**config.mk**
```make
export PLATFORM = sky130hd
export DESIGN_NAME = countdown_timer_flat
export DESIGN_NICKNAME = d
export VERILOG_FILES = /design/src/rtl/countdown_timer_if.sv /design/src/rtl/countdown_timer.sv /design/src/flat_wrapper.sv
export SDC_FILE = /design/constraint.sdc
export NUM_CORES = 1
export LEC_CHECK = 0
export CAP_MARGIN = 15
export CORE_MARGIN = 1
export CORE_UTILIZATION = 50
export DETAILED_ROUTE_END_ITERATION = 6
export HOLD_SLACK_MARGIN = 0.02
export PLACE_DENSITY = 0.82
export SLEW_MARGIN = 20
export SYNTH_ARGS = -nofsm -noshare
export SYNTH_HDL_FRONTEND = slang
export SYNTH_SLANG_ARGS = --single-unit
```
**constraint.sdc**
```tcl
create_clock -name clock -period 2.6 [get_ports clock]
set_input_delay 0.52 -clock clock [delete_from_list [all_inputs] [get_ports clock]]
set_output_delay 0.52 -clock clock [all_outputs]
set_load 0.01 [all_outputs]
```
**src/rtl/countdown_timer_if.sv**
```systemverilog
// Control strobes, load values and status outputs of the mm:ss countdown engine.
// The driver side (tick source, control) is the master; the timer is the slave.
interface countdown_timer_if;
    logic       tick_in;
    logic       load;
    logic [7:0] load_min;
    logic [7:0] load_sec;
    logic       start;
    logic       pause;
    logic [7:0] min_bcd;
    logic [7:0] sec_bcd;
    logic       running;
    logic       done;
    logic       expired;

    modport master (
        output tick_in, load, load_min, load_sec, start, pause,
        input  min_bcd, sec_bcd, running, done, expired
    );

    modport slave (
        input  tick_in, load, load_min, load_sec, start, pause,
        output min_bcd, sec_bcd, running, done, expired
    );
endinterface

```
**src/rtl/countdown_timer.sv**
```systemverilog
// BCD mm:ss countdown: counts TICKS_PER_SEC rising edges of tick_in per second
// and decrements the loaded time, flagging expiry at 00:00.
module countdown_timer #(
    parameter int TICKS_PER_SEC = 1000,
    parameter int PRESC_W       = 10
) (
    input  logic               clock,
    input  logic               reset,
    countdown_timer_if.slave   bus
);

    typedef enum logic [1:0] {S_IDLE, S_RUN, S_PAUSED, S_EXPIRED} state_t;

    localparam logic [PRESC_W-1:0] LP_LAST = PRESC_W'(TICKS_PER_SEC - 1);

    state_t             r_state, w_state_nxt;
    logic [7:0]         r_min, r_sec, w_min_nxt, w_sec_nxt;
    logic [PRESC_W-1:0] r_presc, w_presc_nxt;
    logic               r_tick_d;
    logic               r_done, w_done_nxt;
    logic               w_tick_rise;
    logic [15:0]        w_dec;

    function automatic logic [3:0] clamp_digit(input logic [3:0] d, input logic [3:0] lim);
        return (d > lim) ? lim : d;
    endfunction

    // One-second decrement of {min,sec}; 00:00 is left untouched.
    function automatic logic [15:0] bcd_dec(input logic [15:0] t);
        logic [3:0] mt, mo, st, so;
        {mt, mo, st, so} = t;
        if (t != 16'h0000) begin
            if (so != 4'd0) so = so - 4'd1;
            else begin
                so = 4'd9;
                if (st != 4'd0) st = st - 4'd1;
                else begin
                    st = 4'd5;
                    if (mo != 4'd0) mo = mo - 4'd1;
                    else begin
                        mo = 4'd9;
                        mt = mt - 4'd1;
                    end
                end
            end
        end
        return {mt, mo, st, so};
    endfunction

    assign w_tick_rise = bus.tick_in & ~r_tick_d;
    assign w_dec       = bcd_dec({r_min, r_sec});

    always_ff @(posedge clock or posedge reset) begin
        if (reset) begin
            r_state  <= S_IDLE;
            r_min    <= 8'h00;
            r_sec    <= 8'h00;
            r_presc  <= '0;
            r_tick_d <= 1'b0;
            r_done   <= 1'b0;
        end else begin
            r_state  <= w_state_nxt;
            r_min    <= w_min_nxt;
            r_sec    <= w_sec_nxt;
            r_presc  <= w_presc_nxt;
            r_tick_d <= bus.tick_in;
            r_done   <= w_done_nxt;
        end
    end

    // Strobe priority load > pause > start; a pause that has no effect still masks start.
    always_comb begin
        w_state_nxt = r_state;
        w_min_nxt   = r_min;
        w_sec_nxt   = r_sec;
        w_presc_nxt = r_presc;
        w_done_nxt  = 1'b0;
        if (bus.load) begin
            w_state_nxt = S_IDLE;
            w_presc_nxt = '0;
            w_min_nxt   = {clamp_digit(bus.load_min[7:4], 4'd9), clamp_digit(bus.load_min[3:0], 4'd9)};
            w_sec_nxt   = {clamp_digit(bus.load_sec[7:4], 4'd5), clamp_digit(bus.load_sec[3:0], 4'd9)};
        end else begin
            case (r_state)
                S_IDLE: begin
                    if (bus.start && !bus.pause && ({r_min, r_sec} != 16'h0000))
                        w_state_nxt = S_RUN;
                end
                S_RUN: begin
                    if (bus.pause) begin
                        w_state_nxt = S_PAUSED;
                    end else if (w_tick_rise) begin
                        if (r_presc == LP_LAST) begin
                            w_presc_nxt = '0;
                            {w_min_nxt, w_sec_nxt} = w_dec;
                            if (w_dec == 16'h0000) begin
                                w_state_nxt = S_EXPIRED;
                                w_done_nxt  = 1'b1;
                            end
                        end else begin
                            w_presc_nxt = r_presc + 1'b1;
                        end
                    end
                end
                S_PAUSED: begin
                    if (bus.start && !bus.pause)
                        w_state_nxt = S_RUN;
                end
                default: ;
            endcase
        end
    end

    assign bus.min_bcd = r_min;
    assign bus.sec_bcd = r_sec;
    assign bus.running = (r_state == S_RUN);
    assign bus.expired = (r_state == S_EXPIRED);
    assign bus.done    = r_done;

endmodule
```
**src/flat_wrapper.sv**
```systemverilog
// flat-port wrapper written by rule: the top's interface ports become plain ports
module countdown_timer_flat 
#(
    parameter int TICKS_PER_SEC = 1000,
    parameter int PRESC_W       = 10
)
  (clock, reset, bus_tick_in, bus_load, bus_load_min, bus_load_sec, bus_start, bus_pause, bus_min_bcd, bus_sec_bcd, bus_running, bus_done, bus_expired);
  countdown_timer_if bus_i ();
  input  logic clock;
  input  logic reset;
  input wire logic [$bits(bus_i.tick_in)-1:0] bus_tick_in;
  input wire logic [$bits(bus_i.load)-1:0] bus_load;
  input wire logic [$bits(bus_i.load_min)-1:0] bus_load_min;
  input wire logic [$bits(bus_i.load_sec)-1:0] bus_load_sec;
  input wire logic [$bits(bus_i.start)-1:0] bus_start;
  input wire logic [$bits(bus_i.pause)-1:0] bus_pause;
  output wire logic [$bits(bus_i.min_bcd)-1:0] bus_min_bcd;
  output wire logic [$bits(bus_i.sec_bcd)-1:0] bus_sec_bcd;
  output wire logic [$bits(bus_i.running)-1:0] bus_running;
  output wire logic [$bits(bus_i.done)-1:0] bus_done;
  output wire logic [$bits(bus_i.expired)-1:0] bus_expired;
  assign bus_i.tick_in = bus_tick_in;
  assign bus_i.load = bus_load;
  assign bus_i.load_min = bus_load_min;
  assign bus_i.load_sec = bus_load_sec;
  assign bus_i.start = bus_start;
  assign bus_i.pause = bus_pause;
  assign bus_min_bcd = bus_i.min_bcd;
  assign bus_sec_bcd = bus_i.sec_bcd;
  assign bus_running = bus_i.running;
  assign bus_done = bus_i.done;
  assign bus_expired = bus_i.expired;
  countdown_timer #(.TICKS_PER_SEC(TICKS_PER_SEC), .PRESC_W(PRESC_W)) u_core (.clock(clock), .reset(reset), .bus(bus_i));
endmodule
```
==> impl_metrics.tcl, run 1 <==
set metrics [dict create \
    status "finished, final reports clean" \
    hold_viol_final 0 \
    die_height_microns 65.3 \
    post_cts_buffers 0 \
    post_drt_wl_per_cell_microns 15.0 \
    r2r_end "u_core.r_state[1]" \
    instances_no_fill 320 \
    nNetsFinal 301 \
    clock_skew_ns 0.00393 \
    fill_cells 324 \
    routabilityCongestion 0.844 \
    drv_slew 0 \
    postSynthNetCount 252 \
    cts_tree "done" \
    syn_inst 223 \
    cp_data_arrival_time_ns 2.54 \
    cts.repair.resized 0 \
    reg2reg_slack_ns 0.24 \
    cts_max_level 2 \
    drc 0 \
    wl_mm 4.80 \
    numPortBuffers 40 \
    path_class "flip-flop to flip-flop" \
    fin_hold_ws_ns 0.563 \
    reg2regPathDepth 7 \
    synth.largest_area_cell "dfrtp_1" \
    layout_min_cycle_time_ns 2.36 \
    grt_use_total_pct 25.3 \
    async_reset_ff_share_pct 100 \
    fp.dieW_microns 65.3 \
    synthesis.area_sq_mm 0.00200 \
    tns_ns 0 \
    peakVddDrop_mv 0.333 \
    drtIter0Drc 127 \
    grt_overflow 0 \
    diodes 0 \
    p_leak_nw 1.04 \
    synth_edf_count 0 \
    antenna_left 0 \
    grt_first_pass_wirelength_mm 8.34 \
    numCtsBuffers 5 \
    cts_root_buf "clkbuf_8" \
    startpoint_type "flip-flop" \
    grt_pass1_vias 1802 \
    die_area_sq_mm 0.00426 \
    rows 22 \
    relSlewSlack_pct 53.8 \
    dp_hpwl_mm 3.65 \
    p_per_area_mw_per_mm2 432 \
    clk_pin_slew_ns 0.06 \
    vias_per_cell 5.95 \
    cp-endpoint "u_core.r_state[1]" \
    timing.final.crit_share_pct 90.7 \
    utilization_pct 69.0 \
    antenna_found_initial 0 \
    dp.cells 313 \
    power_w 0.00111 \
    hold_class "flip-flop to flip-flop" \
    rsz0062_at_grt "false" \
    synth_top_area_share_pct 37.5 \
    ys.flop_type "dfrtp_1" \
    drive_above_1_share_pct 9.56 \
    setup.worst_path.end_class "flip-flop" \
    crit_path_start "u_core.bus.min_bcd[4]" \
    synth-seq-area-share_pct 37.5 \
    dr.pass1.iters 4 \
    pin_count 41 \
    core_area_sq_mm 0.00374 \
    start_util_pct 53.5 \
    synth_seq_cells 30 \
    num_vias 1905 \
    crit_required_ns 2.78 \
    r2r-start "u_core.bus.min_bcd[4]" \
    critPathMaxFanout 4 \
    avgSynthCellArea_sq_um 8.98 \
    syn2layout_area_growth_pct 28.9 \
    postCtsHoldBufs 0 \
    setup_viol 0 \
    grt_max_degree 35 \
    cts_sinks 30 \
    yosys_warnings 0 \
    maxCapViolations 0 \
    clk_path_buf_depth 2 \
    ys_top_cells_by_area "dfrtp_1 38%, nor2_1 5.8%, ha_1 4.4%, mux2i_1 3.5%, o21ai_0 3.3%" \
    timing.fmax_mhz 424 \
    worstSkewPairLatency_ns 0.28 \
    netlist-cell-type-count 55 \
    tightest_slew_ns 0.675 \
]
through the flow:
step	area [sq um]	setup slack, ns
2_1_floorplan	2000	0.513
6_report	2580	0.241
5_1_grt	2580	0.0587
3_5_place_dp	2500	0.137
3_3_place_gp	2500	0.142
4_1_cts	2580	0.226
registers in the layout, summed over array words and instances, names as in the netlist:
register	cells
u_core.bus.done	1
u_core.bus.min_bcd	8
u_core.bus.sec_bcd	8
u_core.r_presc	10
u_core.r_state	2
u_core.r_tick_d	1
critical path: stages, from the launching register on:
cell	delay, ns
dfrtp_1	0.41
inv_1	0.12
ha_1	0.28
nor4b_1	0.36
nand4_1	0.26
a221oi_1	0.38
nand4_1	0.17
a211oi_1	0.29
metal layers:
metal	part of all wire [%]	routed length, microns	track usage [%]
met5	0	0	0
met4	0.92	44	6.52
met3	5.2	251	3.82
met2	48	2290	41.0
met1	46	2210	35.2
where the power goes:
| part | switching, W | leakage [nW] | total [W] | internal [W] |
|---|---|---|---|---|
| Clock | 0.000170 | 0.0438 | 0.000349 | 0.000179 |
| Sequential | 0.0000469 | 0.387 | 0.000537 | 0.000490 |
| Combinational | 0.000108 | 0.609 | 0.000228 | 0.000120 |
| Total | 0.000325 | 1.04 | 0.00111 | 0.000789 |
synth_stat cells (all sizes together) (2+ instances only):
cell,n
nor2,31
dfrtp,30
nand2,16
o21ai,14
a21oi,10
inv,10
nand3,8
nand4,8
ha,7
mux2i,7
nor3,7
xor2,7
clkbuf,6
nor4,6
a211oi,5
or4,4
a2111oi,3
and2,3
nor2b,3
o22ai,3
a31oi,2
and4,2
nand2b,2
nor3b,2
nor4b,2
o211a,2
or3,2
xnor2,2
layout make-up:
| cell class | count | area, sq um | share of cell area, % |
|---|---|---|---|
| multi-input combinational | 175 | 1180 | 45.8 |
| sequential | 30 | 751 | 29.1 |
| timing repair buffer | 49 | 468 | 18.1 |
| clock buffer | 5 | 68.8 | 2.67 |
| tap | 48 | 60.1 | 2.33 |
| inverter | 11 | 41.3 | 1.60 |
| clock inverter | 2 | 10.0 | 0.388 |
layout by cell type, fill, tap and decap left out, types with 3 or more instances in the layout:
cell type	synthesis	routed
clkdlybuf4s50_1	0	40
or4_1	3	3
clkbuf_8	0	5
nor4_1	4	4
mux2i_1	7	7
a21oi_1	10	10
xor2_1	7	7
buf_4	0	9
nand3_1	7	7
a211oi_1	5	5
nor3_1	6	6
nor2_1	31	31
o21ai_0	13	13
nand2_1	16	16
nor2b_1	3	3
dfrtp_1	30	30
ha_1	7	7
and2_1	3	3
nand4_1	8	8
inv_1	10	10
cell families (layout without fill, tap and decap cells):
logic type | after synthesis | after routing | share of synthesized area [%]
muxes | 8 | 8 | 4.25
xor gates and xnor gates | 9 | 9 | 3.94
buffers and inverters | 18 | 67 | 3.44
DFF | 30 | 30 | 37.5
and+or+nand+nor | 101 | 101 | 28.7
AOI/OAI and AO/OA | 50 | 50 | 17.8
adders and majority gates | 7 | 7 | 4.37
worst min path at each step:
stage	from	endpoint	slack (ns)	depth (start not counted)
2_1_floorplan	u_core.r_presc[1]	u_core.r_presc[1]	0.51	2
3_3_place_gp	u_core.r_presc[1]	u_core.r_presc[1]	0.54	2
3_5_place_dp	u_core.r_presc[8]	u_core.r_presc[8]	0.55	2
4_1_cts	u_core.r_presc[1]	u_core.r_presc[1]	0.57	2
5_1_grt	u_core.r_presc[1]	u_core.r_presc[1]	0.61	2
6_report	u_core.r_presc[1]	u_core.r_presc[1]	0.56	2
(Power assumes the default switching activity.)
==> run 2: changes to the inputs <==
--- a/config.mk
+++ b/config.mk
@@ -9,6 +9,7 @@
 export CORE_MARGIN = 1
 export CORE_UTILIZATION = 50
 export DETAILED_ROUTE_END_ITERATION = 6
+export GPL_ROUTABILITY_DRIVEN = 0
 export HOLD_SLACK_MARGIN = 0.02
 export PLACE_DENSITY = 0.82
 export SLEW_MARGIN = 20
==> results of run 2 <==
No change in the layout: final DEF, timing and power equal those of run 1.
==> run 3: changes to the inputs <==
--- a/config.mk
+++ b/config.mk
@@ -12,6 +12,7 @@
 export GPL_ROUTABILITY_DRIVEN = 0
 export HOLD_SLACK_MARGIN = 0.02
 export PLACE_DENSITY = 0.82
+export SKIP_LAST_GASP = 1
 export SLEW_MARGIN = 20
 export SYNTH_ARGS = -nofsm -noshare
 export SYNTH_HDL_FRONTEND = slang
==> results of run 3 <==
No change in the layout: final DEF, timing and power equal those of run 1.
